[config.mk]
export PLATFORM = sky130hd
export DESIGN_NAME = cdc_evt_arb
export DESIGN_NICKNAME = d
export VERILOG_FILES = /design/src/rtl/cdc_evt_pkg.sv /design/src/rtl/cdc_evt_rr.sv /design/src/rtl/cdc_evt_arb.sv
export SDC_FILE = /design/constraint.sdc
export NUM_CORES = 1
export LEC_CHECK = 0
export BUFFER_PORTS_ARGS = -buffer_cell sky130_fd_sc_hd__buf_4
export CAP_MARGIN = 20
export CELL_PAD_IN_SITES_DETAIL_PLACEMENT = 1
export CELL_PAD_IN_SITES_GLOBAL_PLACEMENT = 1
export CORE_UTILIZATION = 43
export CTS_BUF_LIST = sky130_fd_sc_hd__clkbuf_16
export DETAILED_ROUTE_END_ITERATION = 8
export GPL_ROUTABILITY_DRIVEN = 0
export HOLD_SLACK_MARGIN = 0.1
export PLACE_DENSITY_LB_ADDON = 0.1
export SLEW_MARGIN = 20
export SYNTH_ARGS = -nofsm -noshare
export SYNTH_HDL_FRONTEND = slang
export SYNTH_SLANG_ARGS = --single-unit
[constraint.sdc]
create_clock -name clk_i -period 3.55 [get_ports clk_i]
set_input_delay 0.1775 -clock clk_i [delete_from_list [all_inputs] [get_ports clk_i]]
set_output_delay 0.1775 -clock clk_i [all_outputs]
set_load 0.02 [all_outputs]
[src/rtl/cdc_evt_pkg.sv]
// Shared types and helpers for the synchronized-event scheduler.
package cdc_evt_pkg;

   typedef enum logic {
      IDLE  = 1'b0,
      OFFER = 1'b1
   } evt_state_e;

   // A one-channel build still needs a 1-bit id.
   function automatic int id_width(input int n);
      return (n < 2) ? 1 : $clog2(n);
   endfunction

endpackage

[src/rtl/cdc_evt_rr.sv]
// Combinational round-robin pick: first requesting channel at or after ptr_i, wrapping.
module cdc_evt_rr
   import cdc_evt_pkg::*;
#(
   parameter int CH_NUM = 4,
   localparam int IDW = id_width(CH_NUM)
) (
   input  logic [CH_NUM-1:0] req_i,
   input  logic [IDW-1:0]    ptr_i,
   output logic [IDW-1:0]    gnt_o,
   output logic              any_o
);

   logic           hi_any;
   logic [IDW-1:0] hi_idx;
   logic [IDW-1:0] lo_idx;

   // Descending scan so the last hit is the lowest index: hi_* covers [ptr..top], lo_* the wrap.
   always_comb begin
      hi_any = 1'b0;
      hi_idx = '0;
      lo_idx = '0;
      for (int c = CH_NUM - 1; c >= 0; c--) begin
         if (req_i[c]) begin
            lo_idx = IDW'(c);
            if (c >= int'(ptr_i)) begin
               hi_any = 1'b1;
               hi_idx = IDW'(c);
            end
         end
      end
   end

   assign any_o = |req_i;
   assign gnt_o = hi_any ? hi_idx : lo_idx;

endmodule

[src/rtl/cdc_evt_arb.sv]
// Turns synchronized toggles into per-channel pending counts and serves them round-robin
// on one valid/ready event port.
module cdc_evt_arb
   import cdc_evt_pkg::*;
#(
   parameter int CH_NUM    = 4,
   parameter int CNT_WIDTH = 2,
   localparam int IDW = id_width(CH_NUM)
) (
   input  logic              clk_i,
   input  logic              rst_i,
   input  logic [CH_NUM-1:0] sync_pre_i,
   input  logic [CH_NUM-1:0] sync_i,
   input  logic [CH_NUM-1:0] en_i,
   output logic              evt_valid_o,
   input  logic              evt_ready_i,
   output logic [IDW-1:0]    evt_id_o,
   output logic [CH_NUM-1:0] ovf_o,
   input  logic [CH_NUM-1:0] ovf_clr_i
);

   localparam logic [CNT_WIDTH-1:0] CNT_MAX = '1;
   localparam logic [IDW-1:0]       LAST_CH = IDW'(CH_NUM - 1);

   evt_state_e                       state_q;
   logic [CH_NUM-1:0][CNT_WIDTH-1:0] cnt_q, cnt_d;
   logic [CH_NUM-1:0]                ovf_q, ovf_d;
   logic [CH_NUM-1:0]                req, evt_edge, take;
   logic [IDW-1:0]                   rr_ptr_q, evt_id_q, gnt, nxt_ptr;
   logic                             evt_valid_q, any_req, take_en;

   assign evt_edge = en_i & (sync_pre_i ^ sync_i);

   always_comb begin
      for (int c = 0; c < CH_NUM; c++) begin
         req[c] = |cnt_q[c];
      end
   end

   cdc_evt_rr #(.CH_NUM(CH_NUM)) u_rr (
      .req_i (req),
      .ptr_i (rr_ptr_q),
      .gnt_o (gnt),
      .any_o (any_req)
   );

   // A channel is taken whenever the offer slot is free or being emptied this cycle.
   assign take_en = any_req & ((state_q == IDLE) | evt_ready_i);
   assign nxt_ptr = (gnt == LAST_CH) ? '0 : gnt + IDW'(1);

   always_comb begin
      cnt_d = cnt_q;
      ovf_d = ovf_q & ~ovf_clr_i;
      take  = '0;
      for (int c = 0; c < CH_NUM; c++) begin
         take[c] = take_en & (gnt == IDW'(c));
         if (evt_edge[c] & ~take[c]) begin
            if (cnt_q[c] == CNT_MAX) begin
               ovf_d[c] = 1'b1;
            end else begin
               cnt_d[c] = cnt_q[c] + CNT_WIDTH'(1);
            end
         end else if (take[c] & ~evt_edge[c]) begin
            cnt_d[c] = cnt_q[c] - CNT_WIDTH'(1);
         end
      end
   end

   always_ff @(posedge clk_i or posedge rst_i) begin
      if (rst_i) begin
         cnt_q <= '0;
         ovf_q <= '0;
      end else begin
         cnt_q <= cnt_d;
         ovf_q <= ovf_d;
      end
   end

   // Valid/ready: once evt_valid_o rises, it and evt_id_o hold until evt_ready_i is seen.
   always_ff @(posedge clk_i or posedge rst_i) begin
      if (rst_i) begin
         state_q     <= IDLE;
         evt_valid_q <= 1'b0;
         evt_id_q    <= '0;
         rr_ptr_q    <= '0;
      end else begin
         case (state_q)
            IDLE: begin
               if (any_req) begin
                  state_q     <= OFFER;
                  evt_valid_q <= 1'b1;
                  evt_id_q    <= gnt;
                  rr_ptr_q    <= nxt_ptr;
               end
            end
            OFFER: begin
               if (evt_ready_i) begin
                  if (any_req) begin
                     evt_id_q <= gnt;
                     rr_ptr_q <= nxt_ptr;
                  end else begin
                     state_q     <= IDLE;
                     evt_valid_q <= 1'b0;
                  end
               end
            end
            default: state_q <= IDLE;
         endcase
      end
   end

   assign evt_valid_o = evt_valid_q;
   assign evt_id_o    = evt_id_q;
   assign ovf_o       = ovf_q;

endmodule

* After elaboration in Yosys (flattened, before gate mapping) *
Cells that the tools add are included.

operators by class
  add/sub/neg operators = 9
  bitwise logic cells = 27
  equal/unequal tests = 14
  muxes and demuxes = 52
  $lt $le $gt $ge = 3
  reductions and logical operators = 15

operators with widths
  kind                 number
  $mux 2               28
  $mux 1               20
  $ne 2x2->1 const B   7
  $and 1x1->1          13
  $eq 2x2->1 const B   6
  $add 2x1->2 const B  5
  $not 1->1            9
  $and 4x4->4          2
  $pmux 2 s2           2
  $reduce_and 2->1     4
  $reduce_bool 2->1    4
  $reduce_or 2->1      4
  $reduce_or 8->1      1
  $sub 2x1->2 const B  4
  $ge 1x2->1 const A   2
  $not 4->4            1
  $pmux 1 s2           2
  $xor 4x4->4          1
  $reduce_and 3->1     1
  $eq 2x1->1 const B   1
  $ge 2x2->1 const A   1
  $logic_not 2->1      1
  $or 1x1->1           1

storage, ports and cells
  word-level logic and storage cells = 129
  bits in registers = 18

* Logic depth before layout (Yosys ltp) *
Gate-level depths: netlist (run 1).

  depth after elaboration = 15
  depth in mapped cells = 8
  mapped depth without buffers = 8

* Modules after synthesis *
A second synthesis (run 1) with hierarchy kept.

second synthesis, totals
  cell total of the unflattened synthesis = 110
  area total of the unflattened synthesis = 1119.8 µm²

modules (own cells, without submodules)
  module       cells each  seq. area each (µm²)  area an instance (µm²)  times used
  cdc_evt_arb  99          450.4                 1048.5                  1
  cdc_evt_rr   11          0.0                   71.3                    1

* Worst setup path after synthesis (run 1) *
No wires, ideal clock.

  kind = register to register
  start point = register cnt_q[4] (netlist bit)
  end point = register cnt_q[1] (netlist bit)
  arrival = 2048 ps
  setup slack = 1416 ps
  stages on the path, launching flop included = 9
  path buffers = 0
  cells stage by stage = dfrtp_1 -> or2_2 -> a21oi_1 -> a21oi_1 -> inv_1 -> ha_1 -> o211ai_2 -> or4_2 -> o211ai_1

between the ends
  cells in the longest elaborated chain, start to end = 13

RTL lines
  element                                                           line               source
  start, declared                                                   cdc_evt_arb.sv:26  logic [CH_NUM-1:0][CNT_WIDTH-1:0] cnt_q, cnt_d;
  start signal, assigned                                            cdc_evt_arb.sv:74  cnt_q <= cnt_d;
  $reduce_or 2->1 *                                                 cdc_evt_arb.sv:36  req[c] = |cnt_q[c];
  $mux 2 / $mux 1 (equally long branches)                           cdc_evt_rr.sv:24   if (req_i[c]) begin
  $mux 2 / $mux 1 (equally long branches)                           cdc_evt_rr.sv:26   if (c >= int'(ptr_i)) begin
  $mux 2 / $mux 1 (equally long branches)                           cdc_evt_rr.sv:24
  $mux 2 / $mux 1 (equally long branches)                           cdc_evt_rr.sv:26
  $mux 2 / $mux 1 (equally long branches)                           cdc_evt_rr.sv:24
  $mux 2 *                                                          cdc_evt_rr.sv:35   assign gnt_o = hi_any ? hi_idx : lo_idx;
  via gnt[1]                                                        cdc_evt_arb.sv:29  logic [IDW-1:0] rr_ptr_q, evt_id_q, gnt, nxt_ptr;
  $logic_not 2->1 *                                                 cdc_evt_arb.sv:56  take[c] = take_en & (gnt == IDW'(c));
  $and 1x1->1 *                                                     cdc_evt_arb.sv:56
  $not 1->1                                                         cdc_evt_arb.sv:57  if (evt_edge[c] & ~take[c]) begin
  $and 1x1->1                                                       cdc_evt_arb.sv:57
  $ne 2x2->1 (no line) / $reduce_bool 2->1 (equally long branches)  -
  $reduce_and 2->1 (no line)                                        -

The timed path passes the listed nets; every way through them passes the cells marked *.
A chain may end at the register's enable or synchronous reset.

* Worst setup path after layout (run 1) *
Ends and elaborated chain as after synthesis.

==> impl_metrics.prom, run 1 <==
# TYPE chip_impl_metric gauge
chip_impl_info{name="outcome",value="finished, final reports clean"} 1
chip_impl_info{name="topRoutingLayerUsed",value="met4"} 1
chip_impl_metric{name="fmax",unit="MHz"} 411
chip_impl_info{name="yosys_most_used_dff",value="sky130_fd_sc_hd__dfrtp_1"} 1
chip_impl_metric{name="critPathRequiredTime",unit="ns"} 3.71
chip_impl_metric{name="ys_ff_latch",unit=""} 18
chip_impl_metric{name="grt_first_pass_wirelength",unit="um"} 4050
chip_impl_metric{name="yosysSeqAreaShare",unit=""} 0.390
chip_impl_metric{name="grt_max_degree",unit=""} 19
chip_impl_metric{name="final-hold-violation-count",unit=""} 0
chip_impl_metric{name="area_growth",unit="%"} 25.4
chip_impl_info{name="ctsRootBufferMaster",value="sky130_fd_sc_hd__clkbuf_16"} 1
chip_impl_info{name="layout.cells.most_common",value="sky130_fd_sc_hd__buf_4"} 1
chip_impl_metric{name="finalNetCount",unit=""} 167
chip_impl_metric{name="track_usage",unit=""} 0.199
chip_impl_metric{name="firstDrtPassIters",unit=""} 3
chip_impl_metric{name="fp-row-count",unit=""} 18
chip_impl_info{name="crit_path_end_kind",value="flop"} 1
chip_impl_metric{name="synthArstFlopShare",unit=""} 1.00
chip_impl_metric{name="wirelength_per_cell",unit="um"} 14.6
chip_impl_metric{name="worst-path-max-fanout",unit=""} 8
chip_impl_info{name="layout_common_cells",value="25 x sky130_fd_sc_hd__buf_4, 18 x sky130_fd_sc_hd__dfrtp_1, 9 x sky130_fd_sc_hd__inv_1"} 1
chip_impl_metric{name="post_synthesis_net_count",unit=""} 141
chip_impl_metric{name="io_pins",unit=""} 26
chip_impl_metric{name="period_minus_ws_final",unit="ns"} 2.43
chip_impl_metric{name="wirelength_met1",unit="um"} 1170
chip_impl_info{name="r2r_start",value="cnt_q[4]"} 1
chip_impl_metric{name="placed_area",unit="um^2"} 1360
chip_impl_metric{name="fillers",unit=""} 293
chip_impl_metric{name="max_slew_headroom_at_the_worst_pin",unit=""} 0.530
chip_impl_metric{name="finalSetupTns",unit="ns"} 0
chip_impl_metric{name="initial_utilization",unit=""} 0.462
chip_impl_metric{name="clk_pin_slew_worst_paths",unit="ns"} 0.05
chip_impl_info{name="critPathLaunchType",value="flop"} 1
chip_impl_metric{name="dieWidth",unit="um"} 53.8
chip_impl_metric{name="pin_slew_with_the_least_headroom_to_its_limit",unit="ns"} 0.704
chip_impl_info{name="hold_path.class",value="primary input to flop"} 1
chip_impl_metric{name="grt_overflow",unit=""} 0
chip_impl_metric{name="placedCellCount",unit=""} 168
chip_impl_metric{name="post_drt_antenna_nets",unit=""} 0
chip_impl_info{name="path_cells",value="or2_2 > a21oi_1 > a21oi_1 > inv_1 > ha_1 > o211ai_2 > or4_2 > o211ai_1"} 1
chip_impl_metric{name="clock_tree_sinks",unit=""} 18
chip_impl_metric{name="finalClockSkew",unit="ns"} 0.00351
chip_impl_metric{name="worstPathArrival",unit="ns"} 2.59
chip_impl_metric{name="power.leakage",unit="nW"} 0.643
chip_impl_info{name="hold_crit_start",value="ovf_clr_i[2]"} 1
chip_impl_metric{name="clockBufferDepth",unit=""} 2
chip_impl_metric{name="detailedPlacementHpwl",unit="um"} 1910
chip_impl_metric{name="synth_area_per_cell",unit="um^2"} 9.79
chip_impl_info{name="critical-path-slowest-cell",value="sky130_fd_sc_hd__or4_2"} 1
chip_impl_metric{name="clock_insertion_delay_worst_skew",unit="ns"} 0.25
chip_impl_metric{name="diodes",unit=""} 0
chip_impl_metric{name="powerDensity",unit="nW/um^2"} 604
chip_impl_metric{name="core-area",unit="um^2"} 2500
chip_impl_metric{name="design_area",unit="um^2"} 1450
chip_impl_info{name="rsz0062_at_grt",value="no"} 1
chip_impl_metric{name="remaining_drc_errors",unit=""} 0
chip_impl_metric{name="h-tree-depth",unit=""} 1
chip_impl_metric{name="cp_slowest_stage_delay",unit="ns"} 0.65
chip_impl_metric{name="max_cap_violations",unit=""} 0
chip_impl_metric{name="antenna_violations_before_repair",unit=""} 0
chip_impl_metric{name="met2_wire_len",unit="um"} 1240
chip_impl_metric{name="drv_slew",unit=""} 0
chip_impl_metric{name="postRouteWirelength",unit="um"} 2530
chip_impl_metric{name="die_y",unit="um"} 53.8
chip_impl_info{name="cp_top_family",value="simple AND/OR/NAND/NOR gates"} 1
chip_impl_info{name="cts_tree",value="yes"} 1
chip_impl_metric{name="worst_ir_drop_vdd",unit="V"} 0.000343
chip_impl_metric{name="syn-instance-count",unit=""} 118
chip_impl_metric{name="viasPerCell",unit=""} 5.69
chip_impl_metric{name="warnings_synthesis",unit=""} 0
chip_impl_metric{name="synthesis.area",unit="um^2"} 1150
chip_impl_metric{name="final_layout_size_suffix_gt1_frac",unit=""} 0.301
chip_impl_info{name="timing.critical_path.from",value="cnt_q[4]"} 1
chip_impl_metric{name="finalCritPeriodShare",unit=""} 0.685
chip_impl_metric{name="post_layout_nonfiller_instances",unit=""} 173
chip_impl_metric{name="final-setup-viol-count",unit=""} 0
chip_impl_metric{name="detail_route_met3_wl",unit="um"} 90
chip_impl_info{name="cpMostUsedCell",value="sky130_fd_sc_hd__a21oi_1"} 1
chip_impl_metric{name="die_area",unit="um^2"} 2900
chip_impl_metric{name="port_buffers",unit=""} 25
chip_impl_metric{name="timing.critical_path.buf_inv",unit=""} 1
chip_impl_metric{name="dr.first_iter.drc_count",unit=""} 4
chip_impl_info{name="critical_path_class",value="flop to flop"} 1
chip_impl_metric{name="vias",unit=""} 984
chip_impl_metric{name="yosys.cell_types.count",unit=""} 38
chip_impl_metric{name="fin_worst_hold_slack",unit="ns"} 0.118
chip_impl_metric{name="synth-edff-count",unit=""} 0
chip_impl_metric{name="grt_pass1_vias",unit=""} 956
chip_impl_metric{name="cts_inserted_buffers",unit=""} 3
flip-flops by register name, indices dropped and copies added, names as in the netlist:
name and count:
state_q 1, cnt_q 8, evt_id_o 2, evt_valid_o 1, rr_ptr_q 2, ovf_o 4
final cells by class:
cell class | count | area, um^2 | share of cell area
well taps | 30 | 37.5 | 0.0259
inverters | 9 | 33.8 | 0.0233
clock buffers | 3 | 75.1 | 0.0519
multi-input cells | 86 | 649 | 0.449
flip-flops and latches | 18 | 450 | 0.311
repair buffers | 26 | 198 | 0.137
clock inverters | 1 | 3.75 | 0.00259
worst reg2reg max path, cell delays in order (launching register included):
cell	delay (ns)
sky130_fd_sc_hd__dfrtp_1	0.46
sky130_fd_sc_hd__or2_2	0.36
sky130_fd_sc_hd__a21oi_1	0.15
sky130_fd_sc_hd__a21oi_1	0.15
sky130_fd_sc_hd__inv_1	0.11
sky130_fd_sc_hd__ha_1	0.18
sky130_fd_sc_hd__o211ai_2	0.16
sky130_fd_sc_hd__or4_2	0.65
sky130_fd_sc_hd__o211ai_1	0.13
per-stage QoR:
stage               setup WS (ns)  power, mW   util
floorplan                    1.42      0.534      -
global placement             1.24      0.627  0.544
detailed placement           1.16      0.648  0.544
CTS                          1.11      0.880  0.579
global route                0.892      0.932  0.579
finish                       1.12      0.874  0.579
routing by layer:
layer  track usage  vias to the layer above
li1              -                      483
met4        0.0833                        0
met1         0.238                      474
met2         0.348                       23
met5             0                        -
met3        0.0339                        4
power by group:
| part | leakage, nW | switching [mW] | internal [mW] |
|---|---|---|---|
| Sequential | 0.190 | 0.0671 | 0.264 |
| Combinational | 0.414 | 0.168 | 0.147 |
| Clock | 0.0385 | 0.0779 | 0.150 |
Yosys cell counts, drive strengths merged, types with 3 or more instances:
| master | n | area share |
|---|---|---|
| nor3 | 4 | 0.017 |
| o21ai | 7 | 0.030 |
| xor2 | 7 | 0.053 |
| and2 | 4 | 0.022 |
| mux2 | 3 | 0.029 |
| and4b | 3 | 0.027 |
| nand2 | 3 | 0.0098 |
| or2 | 3 | 0.016 |
| clkbuf | 3 | 0.0098 |
| nor2 | 4 | 0.013 |
| a21oi | 7 | 0.030 |
| o211ai | 7 | 0.070 |
| a41o | 3 | 0.027 |
| ha | 4 | 0.043 |
| a211oi | 5 | 0.033 |
| nor2b | 3 | 0.016 |
| inv | 9 | 0.029 |
| dfrtp | 18 | 0.39 |
| or4 | 4 | 0.027 |
cell families (layout without fill, tap and decap cells):
group | Yosys count | count (layout) | share of synthesized area
AOI/OAI and AO/OA | 35 | 35 | 0.235
xor gates and xnor gates | 8 | 8 | 0.0607
adders and majority gates | 4 | 4 | 0.0433
buffers and inverters | 14 | 39 | 0.0477
DFF | 18 | 18 | 0.390
muxes | 3 | 3 | 0.0293
and+or+nand+nor | 36 | 36 | 0.194
final timing paths:
path / endpoint / slack (ns) / depth (start not counted)
max: cnt_q[1] / 1.12 / 8
min: ovf_o[2] / 0.12 / 2
max reg2reg: cnt_q[1] / 1.12 / 8
min reg2reg: evt_valid_o / 0.46 / 1
max in group asynchronous: ovf_o[3] / 2.48 / 3
min in group asynchronous: state_q / 0.62 / 3
repair_timing:
action / 4_1_cts / 5_1_grt
hold buffers: 1 / 0
resized for setup: 0 / 0
buffers inserted: 0 / 0
hold endpoints to repair: 18 / 0
setup endpoints to repair: 0 / 0
(Power assumes the default switching activity.)
==> run 2: changes to the inputs <==
--- a/config.mk
+++ b/config.mk
@@ -9,7 +9,7 @@
 export CAP_MARGIN = 20
 export CELL_PAD_IN_SITES_DETAIL_PLACEMENT = 1
 export CELL_PAD_IN_SITES_GLOBAL_PLACEMENT = 1
-export CORE_UTILIZATION = 43
+export CORE_UTILIZATION = 36
 export CTS_BUF_LIST = sky130_fd_sc_hd__clkbuf_16
 export DETAILED_ROUTE_END_ITERATION = 8
 export GPL_ROUTABILITY_DRIVEN = 0
==> constraint.sdc (replaced) <==
create_clock -name clk_i -period 2 [get_ports clk_i]
set_input_delay 0.1 -clock clk_i [delete_from_list [all_inputs] [get_ports clk_i]]
set_output_delay 0.1 -clock clk_i [all_outputs]
set_load 0.02 [all_outputs]
==> run 2 against run 1 <==
The flow now finishes with violations (negative setup slack). Global-route usage shrank 0.28 points. Final cell count grew 22%. Die area grew 19%. Fmax grew 18%. Sequential power grew 81%. Register-to-register slack lost 1.2 ns. First-iteration DRC count grew to 6.5 times the previous value. Via count grew 11%. Count of clock-buffer cells in the layout is the same. Sequential share of layout area shrank 6.1 points. Utilization grew 1.8 points. Critical path type unchanged. Critical endpoint is now cnt_q[3]. Largest power group is now combinational cells.
==> impl_metrics.prom, run 2 (synthesis gave the netlist of run 1 again) <==
# TYPE chip_impl_metric gauge
chip_impl_metric{name="detailedPlacementHpwl",unit="um"} 2330
chip_impl_metric{name="clock_insertion_delay_worst_skew",unit="ns"} 0.26
chip_impl_metric{name="cp_slowest_stage_delay",unit="ns"} 0.49
chip_impl_metric{name="clockBufferDepth",unit=""} 2
chip_impl_metric{name="worstPathArrival",unit="ns"} 2.23
chip_impl_metric{name="remaining_drc_errors",unit=""} 0
chip_impl_info{name="cts_tree",value="yes"} 1
chip_impl_metric{name="post_drt_antenna_nets",unit=""} 0
chip_impl_info{name="critPathLaunchType",value="flop"} 1
chip_impl_metric{name="final-setup-viol-count",unit=""} 6
chip_impl_metric{name="diodes",unit=""} 0
chip_impl_metric{name="grt_overflow",unit=""} 0
chip_impl_info{name="cp_top_family",value="simple AND/OR/NAND/NOR gates"} 1
chip_impl_info{name="hold_crit_start",value="ovf_clr_i[3]"} 1
chip_impl_metric{name="final_core_util",unit=""} 0.598
chip_impl_metric{name="fin_worst_hold_slack",unit="ns"} 0.184
chip_impl_info{name="r2r_start",value="cnt_q[0]"} 1
chip_impl_metric{name="largest_register_ff_count",unit=""} 8
chip_impl_metric{name="powerDensity",unit="nW/um^2"} 1070
chip_impl_metric{name="met2_wire_len",unit="um"} 1800
chip_impl_metric{name="h-tree-depth",unit=""} 1
chip_impl_metric{name="final-hold-violation-count",unit=""} 0
chip_impl_metric{name="power.leakage",unit="nW"} 0.771
chip_impl_metric{name="drv_slew",unit=""} 0
chip_impl_metric{name="finalCritPeriodShare",unit=""} 1.03
chip_impl_metric{name="number_of_stages_on_the_worst_hold_path",unit=""} 3
chip_impl_metric{name="dr.first_iter.drc_count",unit=""} 26
chip_impl_metric{name="detail_route_met3_wl",unit="um"} 88
chip_impl_metric{name="firstDrtPassIters",unit=""} 4
chip_impl_metric{name="worst-path-max-fanout",unit=""} 5
chip_impl_metric{name="wirelength_met1",unit="um"} 1320
chip_impl_info{name="max_flop_register",value="cnt_q"} 1
chip_impl_metric{name="ff2ff_setup_slack",unit="ns"} -0.07
chip_impl_metric{name="timing.critical_path.buf_inv",unit=""} 0
chip_impl_metric{name="initial_utilization",unit=""} 0.378
chip_impl_metric{name="clock_tree_sinks",unit=""} 18
chip_impl_metric{name="fillers",unit=""} 351
chip_impl_metric{name="final_layout_size_suffix_gt1_frac",unit=""} 0.539
chip_impl_metric{name="wirelength_per_cell",unit="um"} 15.6
chip_impl_metric{name="postRouteWirelength",unit="um"} 3280
chip_impl_info{name="hold_path.class",value="primary input to flop"} 1
chip_impl_metric{name="area_growth",unit="%"} 58.0
chip_impl_metric{name="die_area",unit="um^2"} 3440
chip_impl_info{name="critical_path_class",value="flop to flop"} 1
chip_impl_metric{name="port_buffers",unit=""} 25
chip_impl_metric{name="io_pins",unit=""} 26
chip_impl_metric{name="worst_ir_drop_vdd",unit="V"} 0.000706
chip_impl_metric{name="clk_pin_slew_worst_paths",unit="ns"} 0.06
chip_impl_info{name="critical-path-slowest-cell",value="sky130_fd_sc_hd__or4_1"} 1
chip_impl_info{name="rsz0062_at_grt",value="yes"} 1
chip_impl_info{name="layout.cells.most_common",value="sky130_fd_sc_hd__buf_4"} 1
chip_impl_metric{name="max_slew_headroom_at_the_worst_pin",unit=""} 0.532
chip_impl_info{name="topRoutingLayerUsed",value="met4"} 1
chip_impl_metric{name="core-area",unit="um^2"} 3050
chip_impl_metric{name="grt_first_pass_wirelength",unit="um"} 4920
chip_impl_metric{name="viasPerCell",unit=""} 5.18
chip_impl_metric{name="vias",unit=""} 1093
chip_impl_metric{name="power.total",unit="mW"} 1.94
chip_impl_metric{name="critPathRequiredTime",unit="ns"} 2.17
chip_impl_info{name="worstReg2RegEnd",value="cnt_q[3]"} 1
chip_impl_info{name="ctsRootBufferMaster",value="sky130_fd_sc_hd__clkbuf_16"} 1
chip_impl_metric{name="pin_slew_with_the_least_headroom_to_its_limit",unit="ns"} 0.702
chip_impl_metric{name="cts_inserted_buffers",unit=""} 3
chip_impl_info{name="layout_common_cells",value="46 x sky130_fd_sc_hd__buf_4, 14 x sky130_fd_sc_hd__dfrtp_1, 8 x sky130_fd_sc_hd__inv_1"} 1
chip_impl_metric{name="finalClockSkew",unit="ns"} 0.00367
chip_impl_metric{name="grt_pass1_vias",unit=""} 1098
chip_impl_info{name="outcome",value="complete, but fails checks"} 1
chip_impl_metric{name="antenna_violations_before_repair",unit=""} 0
chip_impl_info{name="path_cells",value="nor3_2 > a211oi_2 > a211oi_4 > ha_2 > o211ai_4 > or4_1 > o211ai_1"} 1
chip_impl_metric{name="max_cap_violations",unit=""} 0
chip_impl_metric{name="dieWidth",unit="um"} 58.6
chip_impl_info{name="crit_path_end_kind",value="flop"} 1
chip_impl_metric{name="fmax",unit="MHz"} 484
chip_impl_metric{name="r2r.worst_path.cells",unit=""} 7
chip_impl_metric{name="die_y",unit="um"} 58.6
chip_impl_metric{name="finalNetCount",unit=""} 191
chip_impl_metric{name="grt_max_degree",unit=""} 19
chip_impl_metric{name="final_critical_path_setup_slack",unit="ns"} -0.0682
chip_impl_info{name="timing.hold.worst_endpoint",value="ovf_o[3]"} 1
chip_impl_metric{name="fp-row-count",unit=""} 20
chip_impl_metric{name="track_usage",unit=""} 0.196
chip_impl_info{name="failing_checks",value="negative setup slack"} 1
chip_impl_metric{name="period_minus_ws_final",unit="ns"} 2.07
-- run 2: what timing repair did --
item                                    CTS  global route
hold endpoints to repair                 19             0
pin swaps                                 2             8
hold buffers                              2             0
buffers inserted                          1             4
cloned                                    0             0
gates resized for setup                   5            31
endpoints found under the setup margin    8            10
-- run 2: area by class of cell --
type                       instances  area (um^2)  share of cell area
inverter                           9         33.8              0.0185
multi-input combinational         86          813               0.446
timing repair buffer              50          388               0.213
sequential                        18          455               0.250
clock inverter                     1         3.75             0.00206
clock buffer                       3         75.1              0.0412
tap                               44         55.1              0.0302
-- run 2: routing by layer --
layer / global-route usage / up-vias
met2: 0.363 / 17
met1: 0.217 / 542
met5: 0 / -
li1: - / 527
met3: 0.0352 / 7
met4: 0.0918 / 0
-- run 2: metrics by stage --
| step | setup slack, ns | setup TNS (ns) | cells | cell area (um^2) |
|---|---|---|---|---|
| after floorplan | 0.0313 | 0 | 118 | 1170 |
| after global placement | -0.0204 | -0.0472 | 200 | 1530 |
| after detailed placement | -0.183 | -0.698 | 200 | 1530 |
| after CTS | -0.0702 | -0.242 | 207 | 1660 |
| after global routing | -0.155 | -0.838 | 211 | 1820 |
| final | -0.0682 | -0.233 | 211 | 1820 |
-- run 2: worst max path at each step --
| stage | start | endpoint | depth (start not counted) |
|---|---|---|---|
| floorplan | cnt_q[0] | cnt_q[3] | 7 |
| global placement | cnt_q[0] | cnt_q[2] | 6 |
| detailed placement | cnt_q[0] | cnt_q[0] | 9 |
| CTS | cnt_q[0] | cnt_q[3] | 7 |
| global route | cnt_q[6] | cnt_q[5] | 9 |
| finish | cnt_q[0] | cnt_q[3] | 7 |
-- run 2: worst reg2reg max path, stage by stage, from the launching register on --
cell                       delay [ns]
sky130_fd_sc_hd__dfrtp_2         0.45
sky130_fd_sc_hd__nor3_2          0.21
sky130_fd_sc_hd__a211oi_2        0.08
sky130_fd_sc_hd__a211oi_4        0.30
sky130_fd_sc_hd__ha_2            0.25
sky130_fd_sc_hd__o211ai_4        0.09
sky130_fd_sc_hd__or4_1           0.49
sky130_fd_sc_hd__o211ai_1        0.12
-- run 2: where the power goes --
group / internal, mW / total (mW) / switching (mW) / leakage, nW
logic: 0.472 / 0.921 / 0.449 / 0.545
registers: 0.474 / 0.601 / 0.127 / 0.188
clock network: 0.267 / 0.421 / 0.154 / 0.0385
==> run 3: changes to the inputs <==
--- a/config.mk
+++ b/config.mk
@@ -5,11 +5,12 @@
 export SDC_FILE = /design/constraint.sdc
 export NUM_CORES = 1
 export LEC_CHECK = 0
+export ABC_AREA = 1
 export BUFFER_PORTS_ARGS = -buffer_cell sky130_fd_sc_hd__buf_4
 export CAP_MARGIN = 20
 export CELL_PAD_IN_SITES_DETAIL_PLACEMENT = 1
 export CELL_PAD_IN_SITES_GLOBAL_PLACEMENT = 1
-export CORE_UTILIZATION = 36
+export CORE_UTILIZATION = 35
 export CTS_BUF_LIST = sky130_fd_sc_hd__clkbuf_16
 export DETAILED_ROUTE_END_ITERATION = 8
 export GPL_ROUTABILITY_DRIVEN = 0
==> run 3 against run 2 <==
The flow now finishes without violations. Critical path depth is 4 higher. Synthesized cell count rose by 48%. Clock skew fell by 0.0027 ns. Non-clock buffer count fell by 19. Utilization fell by 11 points. Register-to-register slack better by 0.22 ns. Combinational power grew 64%. Final cell count grew 21%. Total power rose by 33%. Count of clock-buffer cells in the layout did not move. Critical endpoint is now cnt_q[1]. Highest routed layer unchanged.
==> impl_metrics.prom, run 3 <==
# TYPE chip_impl_metric gauge
chip_impl_metric{name="antenna_violations_before_repair",unit=""} 0
chip_impl_metric{name="core-area",unit="um^2"} 3420
chip_impl_metric{name="fmax",unit="MHz"} 541
chip_impl_info{name="hold_path.class",value="primary input to flop"} 1
chip_impl_metric{name="grt_max_degree",unit=""} 19
chip_impl_metric{name="yosys.cell_types.count",unit=""} 24
chip_impl_metric{name="track_usage",unit=""} 0.181
chip_impl_info{name="synth.most_common_cell",value="sky130_fd_sc_hd__nand2_1"} 1
chip_impl_metric{name="max_cap_violations",unit=""} 0
chip_impl_metric{name="clock_tree_sinks",unit=""} 18
chip_impl_metric{name="clk_pin_slew_worst_paths",unit="ns"} 0.05
chip_impl_metric{name="finalClockSkew",unit="ns"} 0.000958
chip_impl_metric{name="placement.setup.worst_slack",unit="ns"} 0.115
chip_impl_info{name="layout_common_cells",value="54 x sky130_fd_sc_hd__nand2_1, 26 x sky130_fd_sc_hd__inv_1, 26 x sky130_fd_sc_hd__buf_4"} 1
chip_impl_metric{name="worstPathArrival",unit="ns"} 1.99
chip_impl_metric{name="power_switching_share",unit=""} 0.473
chip_impl_metric{name="dr.first_iter.drc_count",unit=""} 41
chip_impl_info{name="critPathLaunchType",value="flop"} 1
chip_impl_metric{name="area_growth",unit="%"} 30.5
chip_impl_metric{name="finalCritPeriodShare",unit=""} 0.925
chip_impl_metric{name="synthArstFlopShare",unit=""} 1.00
chip_impl_metric{name="postRouteWirelength",unit="um"} 3180
chip_impl_metric{name="grt_pass1_vias",unit=""} 1273
chip_impl_metric{name="powerDensity",unit="nW/um^2"} 1550
chip_impl_metric{name="firstDrtPassIters",unit=""} 4
chip_impl_metric{name="worst-path-max-fanout",unit=""} 4
chip_impl_metric{name="netlist.area_leader.share",unit=""} 0.352
chip_impl_metric{name="fillers",unit=""} 434
chip_impl_metric{name="grt_overflow",unit=""} 0
chip_impl_metric{name="final_layout_size_suffix_gt1_frac",unit=""} 0.306
chip_impl_metric{name="final_critical_path_setup_slack",unit="ns"} 0.150
chip_impl_metric{name="grt_first_pass_wirelength",unit="um"} 5550
chip_impl_metric{name="synthesis.area",unit="um^2"} 1280
chip_impl_metric{name="h-tree-depth",unit=""} 1
chip_impl_metric{name="power.internal",unit="mW"} 1.36
chip_impl_metric{name="fp-row-count",unit=""} 21
chip_impl_metric{name="viasPerCell",unit=""} 4.73
chip_impl_metric{name="clockBufferDepth",unit=""} 2
chip_impl_metric{name="multiInputGateArea",unit="um^2"} 719
chip_impl_metric{name="clock_insertion_delay_worst_skew",unit="ns"} 0.25
chip_impl_metric{name="final_core_util",unit=""} 0.489
chip_impl_metric{name="diodes",unit=""} 0
chip_impl_metric{name="power.leakage",unit="nW"} 0.896
chip_impl_metric{name="period_minus_ws_final",unit="ns"} 1.85
chip_impl_metric{name="wirelength_per_cell",unit="um"} 12.5
chip_impl_metric{name="final-hold-violation-count",unit=""} 0
chip_impl_info{name="ctsRootBufferMaster",value="sky130_fd_sc_hd__clkbuf_16"} 1
chip_impl_metric{name="synth_area_per_cell",unit="um^2"} 7.32
chip_impl_metric{name="io_pins",unit=""} 26
chip_impl_metric{name="worst_ir_drop_vdd",unit="V"} 0.000443
chip_impl_metric{name="yosysSeqAreaShare",unit=""} 0.352
chip_impl_info{name="layout.cells.most_common",value="sky130_fd_sc_hd__nand2_1"} 1
chip_impl_metric{name="seq_area",unit="um^2"} 450
chip_impl_metric{name="switching_power",unit="mW"} 1.23
chip_impl_metric{name="port_buffers",unit=""} 25
chip_impl_info{name="synth_commonest_cells",value="54 x sky130_fd_sc_hd__nand2_1, 26 x sky130_fd_sc_hd__inv_1, 18 x sky130_fd_sc_hd__dfrtp_1, 14 x sky130_fd_sc_hd__nor2_1, 13 x sky130_fd_sc_hd__nand3_1"} 1
chip_impl_info{name="critical_path_class",value="flop to flop"} 1
chip_impl_metric{name="detailedPlacementHpwl",unit="um"} 2420
chip_impl_info{name="max_flop_register",value="cnt_q"} 1
chip_impl_metric{name="power.total",unit="mW"} 2.59
chip_impl_metric{name="vias",unit=""} 1205
chip_impl_metric{name="max_slew_headroom_at_the_worst_pin",unit=""} 0.501
chip_impl_info{name="rsz0062_at_grt",value="yes"} 1
chip_impl_metric{name="combinationalPowerShare",unit=""} 0.582
chip_impl_metric{name="pin_slew_with_the_least_headroom_to_its_limit",unit="ns"} 0.748
chip_impl_metric{name="finalNetCount",unit=""} 234
chip_impl_metric{name="initial_utilization",unit=""} 0.375
chip_impl_metric{name="die_y",unit="um"} 62.5
chip_impl_info{name="synth.area.top_cells",value="sky130_fd_sc_hd__dfrtp_1 35%, sky130_fd_sc_hd__nand2_1 16%, sky130_fd_sc_hd__nand3_2 7.8%"} 1
chip_impl_info{name="outcome",value="finished, final reports clean"} 1
chip_impl_metric{name="post_drt_antenna_nets",unit=""} 0
chip_impl_metric{name="critPathRequiredTime",unit="ns"} 2.14
chip_impl_metric{name="remaining_drc_errors",unit=""} 0
chip_impl_metric{name="warnings_synthesis",unit=""} 0
chip_impl_metric{name="syn-instance-count",unit=""} 175
chip_impl_info{name="yosys_most_used_dff",value="sky130_fd_sc_hd__dfrtp_1"} 1
chip_impl_metric{name="dieWidth",unit="um"} 62.5
chip_impl_info{name="synth_top_cell_by_area",value="sky130_fd_sc_hd__dfrtp_1"} 1
chip_impl_metric{name="drv_slew",unit=""} 0
chip_impl_info{name="crit_path_end_kind",value="flop"} 1
chip_impl_metric{name="largest_register_ff_count",unit=""} 8
chip_impl_metric{name="ys_ff_latch",unit=""} 18
chip_impl_metric{name="final-setup-viol-count",unit=""} 0
chip_impl_metric{name="clkPwrFrac",unit=""} 0.155
chip_impl_metric{name="synth-edff-count",unit=""} 0
chip_impl_metric{name="die_area",unit="um^2"} 3910
chip_impl_metric{name="post_synthesis_net_count",unit=""} 198
chip_impl_metric{name="cts_inserted_buffers",unit=""} 3
chip_impl_info{name="cts_tree",value="yes"} 1
chip_impl_metric{name="seq_power_share",unit=""} 0.263
-- run 3: cell count changes after synthesis, moves of 5 or more --
cell / before / now
sky130_fd_sc_hd__xor2_1: 7 / 0
sky130_fd_sc_hd__inv_1: 9 / 26
sky130_fd_sc_hd__nor2_1: 4 / 14
sky130_fd_sc_hd__o21ai_0: 7 / 2
sky130_fd_sc_hd__nand3_2: 0 / 10
sky130_fd_sc_hd__a21oi_1: 7 / 2
sky130_fd_sc_hd__nand2_1: 3 / 54
sky130_fd_sc_hd__nand3_1: 2 / 13
sky130_fd_sc_hd__a211oi_1: 5 / 0
-- run 3: path summary, 6_finish.rpt --
kind / startpoint / end / slack (ns) / cells past startpoint
max in group asynchronous: rst_i / cnt_q[2] / 0.99 / 3
hold / removal: evt_ready_i / state_q / 0.23 / 4
setup reg to reg: cnt_q[2] / cnt_q[1] / 0.15 / 11
min in group asynchronous: rst_i / state_q / 0.54 / 3
setup / recovery: cnt_q[2] / cnt_q[1] / 0.15 / 11
hold reg to reg: state_q / evt_valid_o / 0.47 / 1
-- run 3: area by class of cell --
class                   count  share of cell area
repair buffers             31               0.147
flip-flops and latches     18               0.269
clock buffers               3              0.0449
well taps                  46              0.0344
inverters                  32              0.0741
multi-input cells         125               0.430
-- run 3: through the flow --
step | hold WS [ns] | TNS (ns) | instance area (um^2) | cells
global placement | 0.274 | 0 | 1530 | 246
CTS | 0.234 | 0 | 1650 | 254
global route | 0.271 | -0.00224 | 1670 | 255
detailed placement | 0.278 | 0 | 1530 | 246
floorplan | 0.0386 | 0 | 1280 | 175
finish | 0.229 | 0 | 1670 | 255
-- run 3: power groups by stage --
stage / clock network, mW / registers, mW / logic (mW)
final: 0.400 / 0.681 / 1.51
after global routing: 0.430 / 0.702 / 1.70
after CTS: 0.411 / 0.671 / 1.47
after detailed placement: 0 / 0.675 / 1.44
after global placement: 0 / 0.663 / 1.38
after floorplan: 0 / 0.710 / 1.02
-- run 3: worst max-delay path, stage by stage (launching register included) --
cell and delay, ns:
sky130_fd_sc_hd__dfrtp_1 0.42, sky130_fd_sc_hd__nor2_2 0.19, sky130_fd_sc_hd__nand2_2 0.11, sky130_fd_sc_hd__clkinv_2 0.07, sky130_fd_sc_hd__nand2_1 0.07, sky130_fd_sc_hd__a21oi_2 0.20, sky130_fd_sc_hd__inv_2 0.09, sky130_fd_sc_hd__ha_1 0.24
sky130_fd_sc_hd__nand3_2 0.11, sky130_fd_sc_hd__nand3_2 0.09, sky130_fd_sc_hd__nand3_1 0.10, sky130_fd_sc_hd__nand2_1 0.06
-- run 3: kinds of logic (layout without fill, tap and decap cells) --
family	count (synthesis)	after routing	synth area share
and+or+nand+nor	107	107	0.443
buffers and inverters	32	66	0.0967
DFF	18	18	0.352
AOI/OAI and AO/OA	14	14	0.0693
adders and majority gates	4	4	0.0391
-- run 3: layer usage --
metal  vias up  GRT usage  routed length [um]
met2        27      0.323                1580
met1       553      0.208                1410
met4         0     0.0756                  52
met5         -          0                   0
li1        620          -                   -
met3         5     0.0347                 141
-- run 3: timing repair --
item                                    in CTS  in global routing
endpoints found under the hold margin       22                  0
resized for setup                            0                  5
buffers inserted                             0                  1
endpoints found under the setup margin       0                  7
hold buffers                                 5                  0
